===== src/rtl/univ_shift_reg_pkg.sv =====
// Shared definitions for the universal shift register and its helpers:
// mode encoding and the mode type.
package univ_shift_reg_pkg;

    typedef logic [1:0] mode_t;

    localparam mode_t MODE_HOLD = 2'b00;
    localparam mode_t MODE_SHL  = 2'b01;
    localparam mode_t MODE_SHR  = 2'b10;
    localparam mode_t MODE_LOAD = 2'b11;

    // True for either shift direction; both advance the frame counter.
    function automatic logic is_shift(input mode_t m);
        return (m == MODE_SHL) || (m == MODE_SHR);
    endfunction

endpackage


===== src/rtl/shift_frame_counter.sv =====
// Counts shift operations modulo WIDTH and emits a registered one-cycle
// frame_done pulse on each wrap. Reusable by any serializer.
module shift_frame_counter #(
    parameter int WIDTH = 8,
    localparam int CNT_W = $clog2(WIDTH)
) (
    input  logic             clk,
    input  logic             reset,
    input  logic             inc,
    input  logic             clr,
    output logic [CNT_W-1:0] shift_cnt,
    output logic             frame_done
);

    localparam logic [CNT_W-1:0] LAST = CNT_W'(WIDTH - 1);

    // NOTE: sequential state uses non-blocking assignments so every register
    // samples pre-edge values regardless of statement order.
    always_ff @(posedge clk) begin
        if (reset) begin
            shift_cnt  <= '0;
            frame_done <= 1'b0;
        end else if (clr) begin
            shift_cnt  <= '0;
            frame_done <= 1'b0;
        end else if (inc) begin
            if (shift_cnt == LAST) begin
                shift_cnt  <= '0;
                frame_done <= 1'b1;
            end else begin
                shift_cnt  <= shift_cnt + CNT_W'(1);
                frame_done <= 1'b0;
            end
        end else begin
            frame_done <= 1'b0;
        end
    end

endmodule


===== src/rtl/univ_shift_reg.sv =====
// Parametrised universal shift register: hold / shift-left / shift-right /
// parallel load. Define UNIV_SHIFT_REG_ROTATE_EN to add the rotate input.
module univ_shift_reg
    import univ_shift_reg_pkg::*;
#(
    parameter int WIDTH = 8,
    localparam int CNT_W = $clog2(WIDTH)
) (
    input  logic             clk,
    input  logic             reset,
    input  logic             en,
    input  logic [1:0]       mode,
    input  logic             sin_lsb,
    input  logic             sin_msb,
`ifdef UNIV_SHIFT_REG_ROTATE_EN
    input  logic             rotate,
`endif
    input  logic [WIDTH-1:0] d,
    output logic [WIDTH-1:0] q,
    output logic             serial_out,
    output logic [CNT_W-1:0] shift_cnt,
    output logic             frame_done
);

    mode_t            mode_r;
    logic [WIDTH-1:0] q_next;
    logic             so_next;
    logic             fill_lsb;
    logic             fill_msb;
    logic             cnt_inc;
    logic             cnt_clr;

    assign mode_r = mode_t'(mode);

    // Bits entering the register on a shift: serial input, or the outgoing
    // bit when rotating.
`ifdef UNIV_SHIFT_REG_ROTATE_EN
    assign fill_lsb = rotate ? q[WIDTH-1] : sin_lsb;
    assign fill_msb = rotate ? q[0]       : sin_msb;
`else
    assign fill_lsb = sin_lsb;
    assign fill_msb = sin_msb;
`endif

    // NOTE: every output of this block is given a default first, so no path
    // leaves a value unassigned and no latch is inferred.
    always_comb begin
        q_next  = q;
        so_next = serial_out;
        cnt_inc = 1'b0;
        cnt_clr = 1'b0;
        if (en) begin
            unique case (mode_r)
                MODE_SHL: begin
                    q_next  = {q[WIDTH-2:0], fill_lsb};
                    so_next = q[WIDTH-1];
                end
                MODE_SHR: begin
                    q_next  = {fill_msb, q[WIDTH-1:1]};
                    so_next = q[0];
                end
                MODE_LOAD: begin
                    q_next  = d;
                    cnt_clr = 1'b1;
                end
                default: ;
            endcase
            cnt_inc = is_shift(mode_r);
        end
    end

    always_ff @(posedge clk) begin
        if (reset) begin
            q          <= '0;
            serial_out <= 1'b0;
        end else begin
            q          <= q_next;
            serial_out <= so_next;
        end
    end

    shift_frame_counter #(
        .WIDTH (WIDTH)
    ) u_counter (
        .clk        (clk),
        .reset      (reset),
        .inc        (cnt_inc),
        .clr        (cnt_clr),
        .shift_cnt  (shift_cnt),
        .frame_done (frame_done)
    );

endmodule

===== config.mk =====
export PLATFORM = sky130hd
export DESIGN_NAME = univ_shift_reg
export DESIGN_NICKNAME = d
export VERILOG_FILES = /design/src/rtl/univ_shift_reg_pkg.sv /design/src/rtl/shift_frame_counter.sv /design/src/rtl/univ_shift_reg.sv
export SDC_FILE = /design/constraint.sdc
export NUM_CORES = 1
export LEC_CHECK = 0
export ABC_AREA = 0
export BUFFER_PORTS_ARGS = -buffer_cell sky130_fd_sc_hd__buf_2
export CAP_MARGIN = 5
export CORE_UTILIZATION = 40
export DETAILED_ROUTE_END_ITERATION = 16
export GPL_ROUTABILITY_DRIVEN = 0
export PLACE_DENSITY = 0.68
export SLEW_MARGIN = 10
export SYNTH_ARGS = -nofsm -noshare
export SYNTH_HDL_FRONTEND = slang
export SYNTH_SLANG_ARGS = --single-unit

===== constraint.sdc =====
create_clock -name clk -period 2.6 [get_ports clk]
set_input_delay 0.39 -clock clk [delete_from_list [all_inputs] [get_ports clk]]
set_output_delay 0.39 -clock clk [all_outputs]
set_load 0.02 [all_outputs]

# After elaboration in Yosys (flattened, before gate mapping)
# Index checks and enable logic that the tools add are counted.
# totals
wordCells	24
output_inout_bits	13
in_bits	15
register_bits	13
# op_classes
n_bitwise	1
mux	7
n_addsub	1
n_eq_ne	4
n_reduce_logical	7
# ops
operator	count
case mux 8 bit (3 select lines)	1
equality test 2 bit (second input constant)	2
two-way mux 1 bit	4
AND reduction 2 bit	2
adder 3 x 1 -> 3 bit (second input constant)	1
equality test 3 bit (second input constant)	1
two-way mux 3 bit	1
nonzero test 3 bit	1
OR reduction 3 bit	1
equality test 2 x 1 -> 1 bit (second input constant)	1
case mux 1 bit (2 select lines)	1
nonzero test 2 bit	1
OR reduction 2 bit	1
logical OR 1 bit	1
NOT 1 bit	1

# Depth between registers and ports, before layout
# logic_depth
word_depth	5
mapped_depth	7

# Modules after synthesis
# Synthesis repeated with hierarchy kept, for this count alone.
# hier_totals
hier_cells	73
hier_area_um2	713.2
# by_module_without_submodules
mod	n_inst	seq_area_each_um2	area_per_inst_um2	cells_per_inst
univ_shift_reg	1	180.2	541.8	58
shift_frame_counter	1	80.1	171.4	15

# Least setup slack after synthesis
# Ideal clock, no wire load.
# synth_path
path_type	input-to-reg
from	input mode[0]
to	register q[2]
required_ns	2.512
stages	5
arrival_ns	1.333
path_buffers	0
setup_slack_ns	1.179
path_cell_list	inv_1 > ha_1 > nor2_1 > a22oi_1 > a311oi_2
# synth_between
elab_chain_len	3
elab_cells_between_ends	6
cone_classes	eq/ne: 3; mux: 1; reduce/logical: 2
# synth_lines
element	line	text
start, declared	univ_shift_reg.sv:12	input logic [1:0] mode,
equality test 2 x 1 -> 1 bit or equality test 2 bit (tied branches)	univ_shift_reg.sv:53	unique case (mode_r)
nonzero test 3 bit (no line)	--	
AND reduction 2 bit (no line)	--	
end signal, assigned	univ_shift_reg.sv:77	q <= q_next;
end, declared	univ_shift_reg.sv:19	output logic [WIDTH-1:0] q,
# Several ways; a longest one is shown, not always the timed one.
# A chain may end at the register's enable or synchronous reset.

# Worst setup path in the final report
# layout_path
from	input mode[1]
to	register q[2]
# Same word-level chain as after synthesis.

==> flow_summary.ini <==
[sta]
post-route-period-util_pct = 59.7
hold_viol = 0
min_period_ns = 1.55
tightest_slew_ns = 0.468
fin_skew_ns = 0.00984
slew_violations = 0
fin_tns_setup_ns = 0
slew_headroom_pct = 68.7
max_clock_freq_ghz = 0.644
finalWorstSetupSlack_ns = 1.05
setup_viol_count_final = 0
rsz0062_at_grt = false

[job]
maxCapViolations = 0

[status]
outcome = finished clean

[place]
dp.cells = 116
dpl_worst_slack_ns = 0.766
hpwl_um = 1160
port_buffers = 27

[worst_setup_path]
critPathTopFamily = compound AO/OA/AOI/OAI gates
reg2reg_to = u_counter.shift_cnt[2]
r2r_setup_slack_ns = 1.48
path_max_fanout = 14
r2r-start = u_counter.shift_cnt[0]
rr_worst_depth = 4
slowest_stage = nor2_1
path_buf_inv = 1
critPathKind = in2reg
cp.depth = 5
cpPeakStageDelay_ns = 0.44
start_kind = primary input
worstPathCellList = buf_2 -> ha_1 -> nor2_1 -> a22oi_1 -> a311oi_2
worstPathArrival_ns = 1.74
crit_path_start = mode[1]
cp.required_ns = 2.79
cp-end-kind = flip-flop

[finish]
ff_latch_area_um2 = 260
drive_above_1_share_pct = 34.6
final_nets = 126
finalNonFillerCells = 120
fin_util_pct = 54.0
n_antenna_cell = 0
multi_input_area_um2 = 395
area_growth_pct = 21.8
fill_cells = 151

[synth]
ys_warn_count = 0
syn-cell-area_um2 = 699
synth_ff_type = dfxtp_1
syn_inst = 76
synth_top_cells_by_count = 13 x dfxtp_1, 11 x nor2_1, 10 x nand2_1
synth_nets = 97
async_reset_ff_share_pct = 0
synth.avg_cell_area_um2 = 9.20
synth_top_area_cell = dfxtp_1
ys_seq_elements = 13
synth-seq-area-share_pct = 37.2
yosys.cell_types.count = 21
synthTopCellsByArea = dfxtp_1 37%, ha_1 11%, a22oi_1 9.7%
synth-edff-count = 0
synth_top_area_share_pct = 37.2
yosysMostFrequentCell = dfxtp_1

[clock_tree]
cts-root-buf = clkbuf_4
cts_hold_buffers = 0
clk_pin_slew_worst_paths_ns = 0.09
worstSkewPairLatency_ns = 0.27
cts_resized = 0
cts_tree = done
post_cts_buffers = 0
cts_buffers = 3
cts.path.max_buffers = 2
htree_levels = 1
cts.sinks = 13

[drt]
antenna_left = 0
dr.pass1.iters = 10
drcViolationCount = 0
wl_per_cell_um = 12.8
drt_iter0_markers = 18
viasPerCell = 5.62
dr_total_vias = 674
routed_wl_um = 1540

[hold_path]
hold-path-endpoint = q[7]
min-delay-start = sin_msb
hp-class = in2reg
min_path_cells = 3

[global_routing]
grt_overflow_total = 0
grt_max_degree = 17
grt_pass1_vias = 622
antenna_found_initial = 0
grt_first_pass_wirelength_um = 2660
grt.total_usage_pct = 18.8

[power]
vdd_ir_drop_max_mv = 0.238
p_total_mw = 0.444
leakage_nw = 0.386
power_density_nw_per_um2 = 522

[die]
initial_core_util_pct = 44.4
core_area_um2 = 1580
chipWidth_um = 43.8
die_y_um = 43.8
die_area_um2 = 1920
num_rows = 14
num_io_pins = 28
## layout by cell type, fill, tap and decap left out
cell,instances
a21oi_1,3
a22oi_1,9
a311oi_1,7
a311oi_2,2
and3b_2,1
buf_2,27
buf_4,1
clkbuf_1,1
clkbuf_4,3
dfxtp_1,13
ha_1,6
inv_1,2
mux2i_1,1
nand2_1,10
nand4b_1,1
nor2_1,11
nor2_2,2
nor2b_1,1
nor3b_1,1
o21a_1,1
o21ai_0,1
## routing by layer
layer | wire, µm | track usage (%)
met5 | 0 | 0
met4 | 15 | 11.3
met3 | 38 | 4.17
met2 | 755 | 31.0
met1 | 725 | 22.0
## per-stage QoR
| step | hold slack, ns | instance area (µm²) |
|---|---|---|
| final | 0.372 | 852 |
| after global routing | 0.379 | 852 |
| after CTS | 0.363 | 852 |
| after detailed placement | 0.497 | 826 |
| after global placement | 0.477 | 826 |
| after floorplan | 0.462 | 699 |
## final cells by class
class	count	area share [%]
Timing Repair Buffer	28	16.7
Clock buffer	4	3.08
Tap cell	16	2.35
Sequential cell	13	30.5
Multi-Input combinational cell	57	46.4
Inverter	2	0.881
## worst reg2reg max path, stage by stage (launching register included)
cell	delay (ns)
dfxtp_1	0.34
ha_1	0.20
ha_1	0.26
a22oi_1	0.16
nor2_1	0.06
## how the worst max path moves through the flow
stage | endpoint | slack, ns
6_report | q[2] | 1.05
5_1_grt | q[2] | 0.91
4_1_cts | q[2] | 1.06
3_5_place_dp | q[2] | 0.77
3_3_place_gp | q[3] | 0.89
2_1_floorplan | q[2] | 1.18
## power breakdown
group / total, mW / internal (mW) / switching [mW] / leakage (nW)
Sequential: 0.223 / 0.211 / 0.0117 / 0.107
Combinational: 0.0974 / 0.0396 / 0.0578 / 0.265
Clock: 0.124 / 0.0593 / 0.0646 / 0.0150
Total: 0.444 / 0.310 / 0.134 / 0.386
## registers in the layout (all words and copies together) (netlist names)
signal,count
u_counter.frame_done,1
serial_out,1
q,8
u_counter.shift_cnt,3
## kinds of logic after synthesis
| logic type | Yosys count | share of synthesized area, % |
|---|---|---|
| AO/OA/AOI/OAI | 23 | 26.7 |
| adder cells (fa/ha/maj) | 6 | 10.7 |
| buffers and inverters | 6 | 6.26 |
| flip-flops | 13 | 37.2 |
| multiplexers | 1 | 1.43 |
| AND/OR/NAND/NOR | 27 | 17.7 |
Power figures use the tool's default switching activity.
